### src/rtl/mem_port_arbiter.sv
// mem_port_arbiter
// Round-robin arbiter and sequencer that shares one memory port between two
// requesters (typically instruction fetch and load/store). A granted request
// is captured into local registers, issued on the memory side until it is
// acknowledged or times out, then reported back with a one-cycle done pulse.
module mem_port_arbiter #(
  parameter int DATA_W  = 32,
  parameter int ADDR_W  = 32,
  parameter int TIMEOUT = 16
) (
  input  logic              i_clk,
  input  logic              i_rst_n,
  input  logic              i_req_0,
  input  logic              i_req_1,
  input  logic              i_we_0,
  input  logic              i_we_1,
  input  logic [ADDR_W-1:0] i_addr_0,
  input  logic [ADDR_W-1:0] i_addr_1,
  input  logic [DATA_W-1:0] i_wdata_0,
  input  logic [DATA_W-1:0] i_wdata_1,
  output logic              o_done_0,
  output logic              o_done_1,
  output logic              o_err,
  output logic [DATA_W-1:0] o_rdata,
  output logic              o_sel,
  output logic              o_busy,
  output logic              o_mem_req,
  output logic              o_mem_we,
  output logic [ADDR_W-1:0] o_mem_addr,
  output logic [DATA_W-1:0] o_mem_wdata,
  input  logic              i_mem_ack,
  input  logic [DATA_W-1:0] i_mem_rdata
);

  localparam logic [1:0] ST_IDLE  = 2'd0;
  localparam logic [1:0] ST_ISSUE = 2'd1;
  localparam logic [1:0] ST_DONE  = 2'd2;

  // Counter only has to reach TIMEOUT-1, so clog2(TIMEOUT) bits suffice.
  localparam int              CNT_W    = $clog2(TIMEOUT);
  localparam logic [CNT_W-1:0] CNT_LAST = CNT_W'(TIMEOUT - 1);
  localparam logic [CNT_W-1:0] CNT_ONE  = CNT_W'(1);

  // Round-robin pick: on a tie the requester that was not granted last wins.
  function automatic logic pick_grant(input logic req_a, input logic req_b,
                                      input logic last_grant);
    logic g;
    if (req_a && req_b) begin
      g = ~last_grant;
    end else if (req_b) begin
      g = 1'b1;
    end else begin
      g = 1'b0;
    end
    return g;
  endfunction

  // Registered state
  logic [1:0]        state_r;
  logic              ptr_r;
  logic              sel_r;
  logic              we_r;
  logic [ADDR_W-1:0] addr_r;
  logic [DATA_W-1:0] wdata_r;
  logic [DATA_W-1:0] rdata_r;
  logic [CNT_W-1:0]  cnt_r;
  logic              err_r;
  logic              done_0_r;
  logic              done_1_r;
  logic              mem_req_r;
  logic              busy_r;

  // Next-state values
  logic [1:0]        state_s;
  logic              ptr_s;
  logic              sel_s;
  logic              we_s;
  logic [ADDR_W-1:0] addr_s;
  logic [DATA_W-1:0] wdata_s;
  logic [DATA_W-1:0] rdata_s;
  logic [CNT_W-1:0]  cnt_s;
  logic              err_s;
  logic              done_0_s;
  logic              done_1_s;
  logic              mem_req_s;
  logic              grant_s;

  // Grant candidate from the live request lines (only consumed in IDLE).
  always_comb begin
    grant_s = pick_grant(i_req_0, i_req_1, ptr_r);
  end

  // Sequencer: computes the next value of every register from the current state.
  always_comb begin
    state_s   = state_r;
    ptr_s     = ptr_r;
    sel_s     = sel_r;
    we_s      = we_r;
    addr_s    = addr_r;
    wdata_s   = wdata_r;
    rdata_s   = rdata_r;
    cnt_s     = cnt_r;
    err_s     = 1'b0;
    done_0_s  = 1'b0;
    done_1_s  = 1'b0;
    mem_req_s = 1'b0;
    case (state_r)
      ST_IDLE: begin
        if (i_req_0 || i_req_1) begin
          // Capture the granted request; inputs are not looked at again
          // until the transaction has been reported.
          sel_s     = grant_s;
          ptr_s     = grant_s;
          we_s      = grant_s ? i_we_1    : i_we_0;
          addr_s    = grant_s ? i_addr_1  : i_addr_0;
          wdata_s   = grant_s ? i_wdata_1 : i_wdata_0;
          cnt_s     = {CNT_W{1'b0}};
          mem_req_s = 1'b1;
          state_s   = ST_ISSUE;
        end else begin
          // o_sel keeps its last value so the shared muxes do not glitch.
          state_s = ST_IDLE;
        end
      end
      ST_ISSUE: begin
        if (i_mem_ack) begin
          // Ack takes priority over a timeout reached in the same cycle.
          rdata_s  = we_r ? {DATA_W{1'b0}} : i_mem_rdata;
          done_0_s = ~sel_r;
          done_1_s = sel_r;
          state_s  = ST_DONE;
        end else if (cnt_r == CNT_LAST) begin
          rdata_s  = {DATA_W{1'b0}};
          err_s    = 1'b1;
          done_0_s = ~sel_r;
          done_1_s = sel_r;
          state_s  = ST_DONE;
        end else begin
          cnt_s     = cnt_r + CNT_ONE;
          mem_req_s = 1'b1;
          state_s   = ST_ISSUE;
        end
      end
      ST_DONE: begin
        state_s = ST_IDLE;
      end
      default: begin
        state_s = ST_IDLE;
      end
    endcase
  end

  // State and output registers; reset leaves every output low and the
  // pointer at 1 so requester 0 wins the first tie.
  always_ff @(posedge i_clk or negedge i_rst_n) begin
    if (!i_rst_n) begin
      state_r   <= ST_IDLE;
      ptr_r     <= 1'b1;
      sel_r     <= 1'b0;
      we_r      <= 1'b0;
      addr_r    <= {ADDR_W{1'b0}};
      wdata_r   <= {DATA_W{1'b0}};
      rdata_r   <= {DATA_W{1'b0}};
      cnt_r     <= {CNT_W{1'b0}};
      err_r     <= 1'b0;
      done_0_r  <= 1'b0;
      done_1_r  <= 1'b0;
      mem_req_r <= 1'b0;
      busy_r    <= 1'b0;
    end else begin
      state_r   <= state_s;
      ptr_r     <= ptr_s;
      sel_r     <= sel_s;
      we_r      <= we_s;
      addr_r    <= addr_s;
      wdata_r   <= wdata_s;
      rdata_r   <= rdata_s;
      cnt_r     <= cnt_s;
      err_r     <= err_s;
      done_0_r  <= done_0_s;
      done_1_r  <= done_1_s;
      mem_req_r <= mem_req_s;
      busy_r    <= (state_s != ST_IDLE);
    end
  end

  assign o_done_0    = done_0_r;
  assign o_done_1    = done_1_r;
  assign o_err       = err_r;
  assign o_rdata     = rdata_r;
  assign o_sel       = sel_r;
  assign o_busy      = busy_r;
  assign o_mem_req   = mem_req_r;
  assign o_mem_we    = we_r;
  assign o_mem_addr  = addr_r;
  assign o_mem_wdata = wdata_r;

endmodule

### config.mk
export PLATFORM = sky130hd
export DESIGN_NAME = mem_port_arbiter
export DESIGN_NICKNAME = d
export VERILOG_FILES = /design/src/rtl/mem_port_arbiter.sv
export SDC_FILE = /design/constraint.sdc
export NUM_CORES = 1
export LEC_CHECK = 0
export ABC_CLOCK_PERIOD_IN_PS = 3250
export BUFFER_PORTS_ARGS = -buffer_cell sky130_fd_sc_hd__buf_2
export CAP_MARGIN = 10
export CORE_UTILIZATION = 49
export CTS_CLUSTER_DIAMETER = 80
export DETAILED_ROUTE_END_ITERATION = 12
export PLACE_DENSITY = 0.95
export REMOVE_ABC_BUFFERS = 1
export SYNTH_ARGS = -nofsm -noshare
export SYNTH_HDL_FRONTEND = slang
export SYNTH_SLANG_ARGS = --single-unit
### constraint.sdc
create_clock -name i_clk -period 3.25 [get_ports i_clk]
set_input_delay 0.1625 -clock i_clk [delete_from_list [all_inputs] [get_ports i_clk]]
set_output_delay 0.1625 -clock i_clk [all_outputs]
set_load 0.005 [all_outputs]
==> impl_metrics.ini, run 1 <==
[global_routing]
grt_pass1_wl_um = 20700
grt_pass1_vias = 4143
grt_usage = 0.243
grt_overflow = 0
grt_antenna_before_repair = 0
grt_max_degree = 93

[synthesis]
synth-seq-cells = 109
synth_area_um2 = 5080
synthCells = 329
synth_xor_area_frac = 0
synth_compound_area_frac = 0.0717
synthMuxAreaShare = 0.336
synthAdderAreaFrac = 0.00246
synth_area_per_cell_um2 = 15.4
synth_top_family_by_area = multiplexers
yosys.area_share.simple = 0.0212
synth_cell_types = 32
yosysSeqAreaShare = 0.537
yosysWarnings = 0

[critical_path]
crit_type = reg -> reg
cp.arrival_ns = 2.49
worst-path-max-fanout = 35
critPathCaptureType = register
crit_required_ns = 3.56
crit_path_start_kind = register

[routing]
wl_per_cell_um = 17.5
dr.pass1.iters = 4
drt-total-wl_um = 13200
met2_length_um = 7160
vias = 3943
wl_met3_um = 775
vias_per_cell = 5.26
drc = 0
top_layer_used = met4
drt_iter0_drc = 228
ant_nets = 0
wl_met1_um = 4950

[place]
gp_congestion = 0.804
dpl.hpwl_um = 9380
numPortBuffers = 269

[clocking]
root_buffer = clkbuf_8
post-cts-setup-buffers = 0
clk_pin_slew_ns = 0.11
cts.htree.levels = 3
cts_tree = done
clk_latency_ns = 0.37
cts_buffers = 9
clk_path_buf_depth = 2
cts_sinks = 109

[final_layout]
area_growth_pct = 35.5
final_common_cell = buf_2
drive_gt1_frac = 0.692
layout.nets = 780
regArea_um2 = 2730
multiInputGateArea_um2 = 2200
final_cell_mix = 268 x buf_2, 108 x dfrtp_1, 72 x mux2_2, 59 x mux2_4, 32 x a22o_1
antenna_cells = 0
nFillCells = 697

[hold_path]
hold_class = in -> reg

[status]
status = complete, no violations

[timing]
fin_crit_sh = 0.674
worst_pin_slew_ns = 1.18
tns_ns = 0
hold_viol = 0
rsz0062_at_grt = false
setup_viol = 0
layout_min_cycle_time_ns = 2.19
maxSlewViolCount = 0
max-slew-margin-rel = 0.210
max_freq_ghz = 0.457
skew_ns = 0.0107

[power]
power.density_nw_per_um2 = 804
power_mw = 5.53
vdd_ir_drop_max_mv = 0.453
p_leak_nw = 3.56

[floorplan]
chipHeight_um = 104
dieArea_um2 = 10800
ios = 270
start_util = 0.513
rows = 36
coreArea_um2 = 9910
die_w_um = 104

[job]
maxCapViolCount = 0
where the power goes:
group	switching, mW	internal, mW	leakage (nW)
logic	0.988	1.39	2.14
registers	0.360	1.97	1.33
clock network	0.465	0.362	0.0943
cell usage after synthesis, drive strengths merged:
cell | instances | area share
a21boi | 1 | 0.0022
a21oi | 1 | 0.00098
a22o | 32 | 0.055
a31o | 2 | 0.0034
a31oi | 2 | 0.0025
and3 | 1 | 0.0012
buf | 17 | 0.027
clkbuf | 3 | 0.0022
dfrtp | 108 | 0.53
dfstp | 1 | 0.0052
ha | 1 | 0.0025
inv | 3 | 0.0022
mux2 | 131 | 0.33
mux2i | 1 | 0.0020
nand2 | 5 | 0.0037
nand2b | 2 | 0.0025
nand3 | 1 | 0.00098
nand4 | 1 | 0.0012
nor2 | 5 | 0.0042
nor2b | 1 | 0.0012
nor3 | 1 | 0.00098
nor3b | 1 | 0.0025
o211ai | 1 | 0.0015
o21ai | 2 | 0.0020
o22ai | 2 | 0.0025
o31ai | 1 | 0.0015
or2 | 1 | 0.0012
or4 | 1 | 0.0015
sequential cells by signal, indices dropped and copies added, names as in the netlist:
name         count
o_done_1         1
ptr_r            1
o_mem_addr      32
o_rdata         32
o_err            1
o_done_0         1
o_busy           1
o_mem_wdata     32
o_mem_we         1
state_r          2
o_sel            1
cnt_r            4
worst paths after layout:
check | start | end | slack [ns] | cells past startpoint
max | cnt_r[0]$_DFFE_PN0P_ | o_rdata[28]$_DFFE_PN0P_ | 1.06 | 4
min | i_mem_rdata[12] | o_rdata[12]$_DFFE_PN0P_ | 0.01 | 2
max reg2reg | cnt_r[0]$_DFFE_PN0P_ | o_rdata[28]$_DFFE_PN0P_ | 1.06 | 4
min reg2reg | o_sel$_DFFE_PN0P_ | o_done_0$_DFF_PN0_ | 0.47 | 1
max in group asynchronous | i_rst_n | o_mem_addr[3]$_DFFE_PN0P_ | 2.01 | 4
min in group asynchronous | i_rst_n | o_rdata[25]$_DFFE_PN0P_ | 0.28 | 2
per-layer routing:
metal,vias to the layer above,GRT usage
li1,1772,-
met1,1943,0.277
met5,-,0
met3,28,0.0522
met4,0,0.0929
met2,200,0.444
area by class of cell:
type / count / share of cell area
clock buffers: 11 / 0.0191
clock inverters: 5 / 0.00873
inverters: 3 / 0.00164
multi-input cells: 197 / 0.320
flip-flops and latches: 109 / 0.396
well taps: 133 / 0.0242
repair buffers: 292 / 0.230
logic make-up (layout without fill, tap and decap cells):
group | count (synthesis) | in the layout
multiplexers | 132 | 132
flip-flops | 109 | 109
AO/OA/AOI/OAI | 44 | 44
buffers and inverters | 23 | 311
AND/OR/NAND/NOR | 20 | 20
adder cells (fa/ha/maj) | 1 | 1
metrics by stage:
stage | setup slack (ns) | instance area (um2) | utilization | cells | hold WS [ns]
CTS | 1.16 | 6800 | 0.686 | 743 | 0.000173
floorplan | -0.315 | 4930 | - | 309 | -0.133
detailed placement | 1.18 | 6500 | 0.656 | 717 | 0.382
global route | 0.949 | 6880 | 0.695 | 750 | -0.0158
finish | 1.06 | 6880 | 0.695 | 750 | 0.0113
global placement | 1.26 | 6500 | 0.656 | 717 | 0.380
worst max-delay path: stages (launching register included):
cell and delay (ns):
dfrtp_1 0.42, ha_1 0.25, a31o_2 0.27, nand2_1 0.86, a22o_1 0.32
timing repair:
item                      in CTS  in global routing
hold buffers                  10                  6
resized for setup              0                  0
hold endpoints to repair      10                 38
No activity file was read; power rests on OpenSTA's default activity.
==> inputs of run 2 (changes only) <==
--- a/config.mk
+++ b/config.mk
@@ -5,13 +5,14 @@
 export SDC_FILE = /design/constraint.sdc
 export NUM_CORES = 1
 export LEC_CHECK = 0
-export ABC_CLOCK_PERIOD_IN_PS = 3250
+export ABC_AREA = 1
+export ABC_CLOCK_PERIOD_IN_PS = 1900
 export BUFFER_PORTS_ARGS = -buffer_cell sky130_fd_sc_hd__buf_2
 export CAP_MARGIN = 10
-export CORE_UTILIZATION = 49
+export CORE_UTILIZATION = 41
 export CTS_CLUSTER_DIAMETER = 80
 export DETAILED_ROUTE_END_ITERATION = 12
-export PLACE_DENSITY = 0.95
+export PLACE_DENSITY = 0.89
 export REMOVE_ABC_BUFFERS = 1
 export SYNTH_ARGS = -nofsm -noshare
 export SYNTH_HDL_FRONTEND = slang
==> constraint.sdc (replaced) <==
create_clock -name i_clk -period 1.9 [get_ports i_clk]
set_input_delay 0.095 -clock i_clk [delete_from_list [all_inputs] [get_ports i_clk]]
set_output_delay 0.095 -clock i_clk [all_outputs]
set_load 0.005 [all_outputs]
==> run 2 against run 1 <==
Total power grew 85%. Fmax rose by 53%. First-iteration DRC count grew 24%. Count of clock-buffer cells in the layout grew 1. Die area is 20% higher. Sequential share of layout area shrank 2.9 points. Non-clock buffer count is 30 higher. Clock skew fell by 0.0035 ns. Sequential power up 69%. Hold slack worse by 0.0029 ns. Wire length up 16%. Clock power grew to 2.6 times the previous value. Critical path type unchanged. Highest routed layer unchanged.
==> impl_metrics.ini, run 2 <==
[status]
status = complete, no violations

[critical_path]
crit_path_start_kind = register
reg2reg_from = ptr_r$_DFFE_PN1P_
worst-path-buf-inv = 1
rr_worst_depth = 6
worst-path-max-fanout = 55
startpoint = ptr_r$_DFFE_PN1P_
crit_chain = nand2_1 -> nand2_4 -> buf_12 -> nand2_1 -> nand2_1 -> o21ai_1
crit_family = flip-flops
critPathMostFrequentCell = nand2_1
cp_slowest_cell = dfstp_2
path_depth = 6
slowest_delay_ns = 0.53
cp.arrival_ns = 1.67
crit_required_ns = 2.13
critPathCaptureType = register
crit_type = reg -> reg

[place]
dp.cells = 1103
dpl.hpwl_um = 10200
dp_slack_ns = 0.496
numPortBuffers = 269
placed_area_um2 = 6660
gp_congestion = 0.793

[routing]
drc = 0
wl_per_cell_um = 13.1
drt_iter0_drc = 282
vias_per_cell = 4.70
ant_nets = 0
dr.pass1.iters = 5
drt-total-wl_um = 15300
vias = 5459

[power]
vdd_ir_drop_max_mv = 0.671
p_leak_nw = 4.35
power.density_nw_per_um2 = 1380
power_mw = 10.2

[synthesis]
synthFlopType = dfrtp_1
ys_top_cells_by_count = 282 x nand2_1, 108 x dfrtp_1, 72 x inv_1, 72 x nor2_1, 66 x o21ai_1
async_reset_ff_frac = 1.00
synth.largest_area_cell = dfrtp_1
synth-seq-cells = 109
synth_area_um2 = 5130
synth_area_per_cell_um2 = 7.41
synth_area_leaders = dfrtp_1 53%, nand2_1 21%, o21ai_1 6.4%, inv_1 5.3%, nor2_1 5.3%
synthCells = 692
synth_top_cell_area_share = 0.527
yosys.cell_count.top_type = nand2_1
synth-edff-count = 0
yosysSeqAreaShare = 0.532
yosysWarnings = 0
synth_cell_types = 16

[timing]
rsz0062_at_grt = false
layout_min_cycle_time_ns = 1.43
setup_slack_ns = 0.467
maxSlewViolCount = 0
hold_viol = 0
setup_viol = 0
max_freq_ghz = 0.698
fin_crit_sh = 0.754
worst_pin_slew_ns = 0.578
max-slew-margin-rel = 0.615
skew_ns = 0.00716

[final_layout]
final_cell_area_um2 = 7420
area_growth_pct = 44.7
final_common_cell = nand2_1
instances_no_fill = 1161
post-route-util = 0.613
layout.nets = 1156
drive_gt1_frac = 0.309
nFillCells = 1003
antenna_cells = 0
final_cell_mix = 280 x nand2_1, 268 x buf_2, 108 x dfrtp_1, 72 x inv_1, 71 x nor2_1

[floorplan]
rows = 40
die_w_um = 114
chipHeight_um = 114
ios = 270
coreArea_um2 = 12100
dieArea_um2 = 13000
start_util = 0.424

[clocking]
cts_resized = 0
cts_sinks = 109
cts.htree.levels = 3
root_buffer = clkbuf_16
cts_tree = done
cts_buffers = 9
clk_pin_slew_ns = 0.07
clk_path_buf_depth = 2
clk_latency_ns = 0.35

[hold_path]
min_path_cells = 3
hold_class = in -> reg
min_from = i_addr_1[19]

[global_routing]
grt_usage = 0.239
grt_pass1_vias = 5179
grt_pass1_wl_um = 24200
grt_antenna_before_repair = 0
grt_max_degree = 110
grt_overflow = 0

[job]
maxCapViolCount = 0
## run 2: logic make-up (layout without fill, tap and decap cells)
logic type / after synthesis / in the layout / share of synthesized area
flops: 109 / 109 / 0.532
compound gates: 66 / 66 / 0.0644
buf+inv: 115 / 416 / 0.0944
simple gates: 401 / 401 / 0.307
fa+ha+maj: 1 / 1 / 0.00244
## run 2: power by group
group	internal (mW)	switching [mW]	leakage [nW]	total (mW)
Clock	1.32	0.811	0.167	2.14
Sequential	3.37	0.574	1.36	3.94
Combinational	1.73	2.42	2.83	4.15
Total	6.43	3.80	4.35	10.2
## run 2: area by class of cell
type                       instances  area (um2)  area share
sequential                       109        2730       0.368
timing repair buffer             322        1910       0.258
clock inverter                     4        95.1      0.0128
clock buffer                      12         246      0.0332
multi-input combinational        468        1940       0.261
tap                              168         210      0.0283
inverter                          78         293      0.0394
## run 2: final timing paths
path	to	slack (ns)
worst max-delay path	o_mem_addr[18]$_DFFE_PN0P_	0.47
worst min-delay path	o_mem_addr[19]$_DFFE_PN0P_	0.008
worst max register to register	o_mem_addr[18]$_DFFE_PN0P_	0.47
worst min register to register	ptr_r$_DFFE_PN1P_	0.47
max in group asynchronous	o_mem_addr[15]$_DFFE_PN0P_	1.06
min in group asynchronous	o_sel$_DFFE_PN0P_	0.40
## run 2: routing by layer
metal,track usage,up-vias,part of all wire
met4,0.0970,0,0.023
met1,0.283,2492,0.40
met2,0.418,252,0.50
li1,-,2691,-
met5,0,-,0
met3,0.0553,24,0.079
## run 2: repair_timing
| item | CTS | global route |
|---|---|---|
| setup buffers | 0 | 0 |
| endpoints found under the hold margin | 149 | 0 |
| hold buffers | 42 | 0 |
## run 2: worst min-delay path: cells and delay by family
| family | cells | cell delay [ns] |
|---|---|---|
| AO/OA/AOI/OAI | 1 | 0.11 |
| buffers and inverters | 1 | 0.07 |
| AND/OR/NAND/NOR | 1 | 0.03 |
## run 2: per-stage QoR
stage | hold slack, ns | TNS (ns)
after global placement | 0.216 | 0
final | 0.00841 | 0
after floorplan | -0.201 | -70.54
after global routing | 0.00639 | 0
after CTS | 0.000188 | 0
after detailed placement | 0.223 | 0
==> inputs of run 3 (changes only) <==
--- a/config.mk
+++ b/config.mk
@@ -6,7 +6,7 @@
 export NUM_CORES = 1
 export LEC_CHECK = 0
 export ABC_AREA = 1
-export ABC_CLOCK_PERIOD_IN_PS = 1900
+export ABC_CLOCK_PERIOD_IN_PS = 1200
 export BUFFER_PORTS_ARGS = -buffer_cell sky130_fd_sc_hd__buf_2
 export CAP_MARGIN = 10
 export CORE_UTILIZATION = 41
==> constraint.sdc (replaced) <==
create_clock -name i_clk -period 1.2 [get_ports i_clk]
set_input_delay 0.06 -clock i_clk [delete_from_list [all_inputs] [get_ports i_clk]]
set_output_delay 0.06 -clock i_clk [all_outputs]
set_load 0.005 [all_outputs]
==> run 3 against run 2 <==
The run now ends with setup timing left. Final area up 24%. Wire length up 52%. Fmax up 2.2%. Die area unchanged. Non-clock buffer count up 110. Count of clock-buffer cells in the layout down 1. Total power up 96%. Critical path type unchanged. Largest cell class is now non-clock buffers.
==> impl_metrics.ini, run 3 (synthesis gave the netlist of run 2 again) <==
[status]
status = finished with violations
violations = setup timing

[final_layout]
final_common_cell = buf_2
nFillCells = 754
final_cell_mix = 268 x buf_2, 241 x nand2_1, 108 x dfrtp_1, 96 x dlygate4sd3_1, 72 x inv_1
area_growth_pct = 78.8
antenna_cells = 0
drive_gt1_frac = 0.394
layout.nets = 1266
instances_no_fill = 1270
post-route-util = 0.758
final_cell_area_um2 = 9180

[global_routing]
grt_usage = 0.320
grt_pass1_vias = 6293
grt_overflow = 0
grt_max_degree = 47
gr-usage-met3 = 0.0802
use_met2 = 0.568
gr-usage-met1 = 0.354
top_usage_layer = met2
grt_pass1_wl_um = 31700
grt_antenna_before_repair = 1

[hold_path]
hold_class = in -> reg

[critical_path]
startpoint = state_r[1]$_DFF_PN0_
crit_family = flip-flops
critPathCaptureType = register
crit_type = reg -> reg
reg2reg_from = state_r[1]$_DFF_PN0_
worst-path-max-fanout = 7
path_depth = 7
worst-path-buf-inv = 3
r2r-end = o_mem_addr[4]$_DFFE_PN0P_
slowest_delay_ns = 0.41
rrSetupSlack_ns = -0.20
critPathMostFrequentCell = nand2_2
crit_chain = inv_2 -> nand2_2 -> nor2_4 -> buf_6 -> clkbuf_16 -> nand2_2 -> o21ai_1
cp_slowest_cell = dfrtp_1
crit_path_start_kind = register
crit_required_ns = 1.45
rr_worst_depth = 7
cp.arrival_ns = 1.66
endpoint = o_mem_addr[4]$_DFFE_PN0P_

[timing]
layout_min_cycle_time_ns = 1.40
rsz0062_at_grt = true
tns_ns = -11.78
worst_pin_slew_ns = 0.267
setup_viol = 109
fin_crit_sh = 1.17
skew_ns = 0.00736
setup_slack_ns = -0.202
max_freq_ghz = 0.713
max-slew-margin-rel = 0.822
whs_ns = 0.0178
maxSlewViolCount = 0
hold_viol = 0

[place]
numPortBuffers = 269
dp.cells = 1116
placed_area_um2 = 6830
gp_congestion = 0.797
dpl.hpwl_um = 10600
dp_slack_ns = -0.134

[power]
power.density_nw_per_um2 = 2190
power_mw = 20.1
p_leak_nw = 5.09
vdd_ir_drop_max_mv = 1.07

[routing]
drc = 0
dr.pass1.iters = 5
ant_nets = 0
drt-total-wl_um = 23200
vias = 6590
wl_per_cell_um = 18.2
vias_per_cell = 5.19
drt_iter0_drc = 680

[clocking]
clk_path_buf_depth = 2
cts_buffers = 9
root_buffer = clkbuf_16
clk_latency_ns = 0.35
cts_sinks = 109
clk_pin_slew_ns = 0.07
cts_tree = done
cts.htree.levels = 3

[floorplan]
dieArea_um2 = 13000
chipHeight_um = 114
die_w_um = 114
rows = 40
ios = 270
start_util = 0.424
coreArea_um2 = 12100

[job]
maxCapViolCount = 0
[run 3: cell type report]
type	instances	area (um2)	area share
Clock buffer	11	233	0.0254
Clock inverter	4	50.0	0.00545
Inverter	78	293	0.0319
Multi-Input combinational cell	468	2250	0.245
Sequential cell	109	2730	0.297
Tap cell	168	210	0.0229
Timing Repair Buffer	432	3410	0.372
[run 3: worst min-delay path by stage]
stage	end	startpoint	slack, ns	cells past startpoint
floorplan	cnt_r[0]$_DFFE_PN0P_	i_rst_n	-0.24	0
global placement	o_rdata[9]$_DFFE_PN0P_	i_rst_n	-0.05	1
detailed placement	o_rdata[30]$_DFFE_PN0P_	i_rst_n	-0.05	1
CTS	o_mem_addr[4]$_DFFE_PN0P_	i_addr_1[4]	0.004	3
global route	o_mem_addr[14]$_DFFE_PN0P_	i_addr_0[14]	0.02	5
finish	o_mem_wdata[5]$_DFFE_PN0P_	i_wdata_0[5]	0.02	5
[run 3: worst register-to-register path, cell delays in order (launching register included)]
cell and delay (ns):
dfrtp_1 0.41, inv_2 0.07, nand2_2 0.06, nor2_4 0.18, buf_6 0.16, clkbuf_16 0.16
nand2_2 0.07, o21ai_1 0.21
[run 3: timing repair]
action	CTS	global route
endpoints found under the setup margin	104	107
pin swaps	17	32
hold endpoints to repair	203	0
gates cloned	11	8
hold buffers	96	0
resized for setup	52	63
setup buffers	16	9
[run 3: power breakdown]
part / total, mW / internal [mW] / leakage, nW / switching (mW)
Sequential: 6.36 / 5.34 / 1.36 / 1.02
Clock: 2.96 / 1.61 / 0.132 / 1.35
Combinational: 10.7 / 5.16 / 3.60 / 5.57
[run 3: routing by layer]
| metal | part of all wire | up-vias |
|---|---|---|
| met3 | 0.097 | 123 |
| met5 | 0.00056 | - |
| met4 | 0.056 | 2 |
| met2 | 0.49 | 495 |
| met1 | 0.36 | 3058 |
| li1 | - | 2912 |
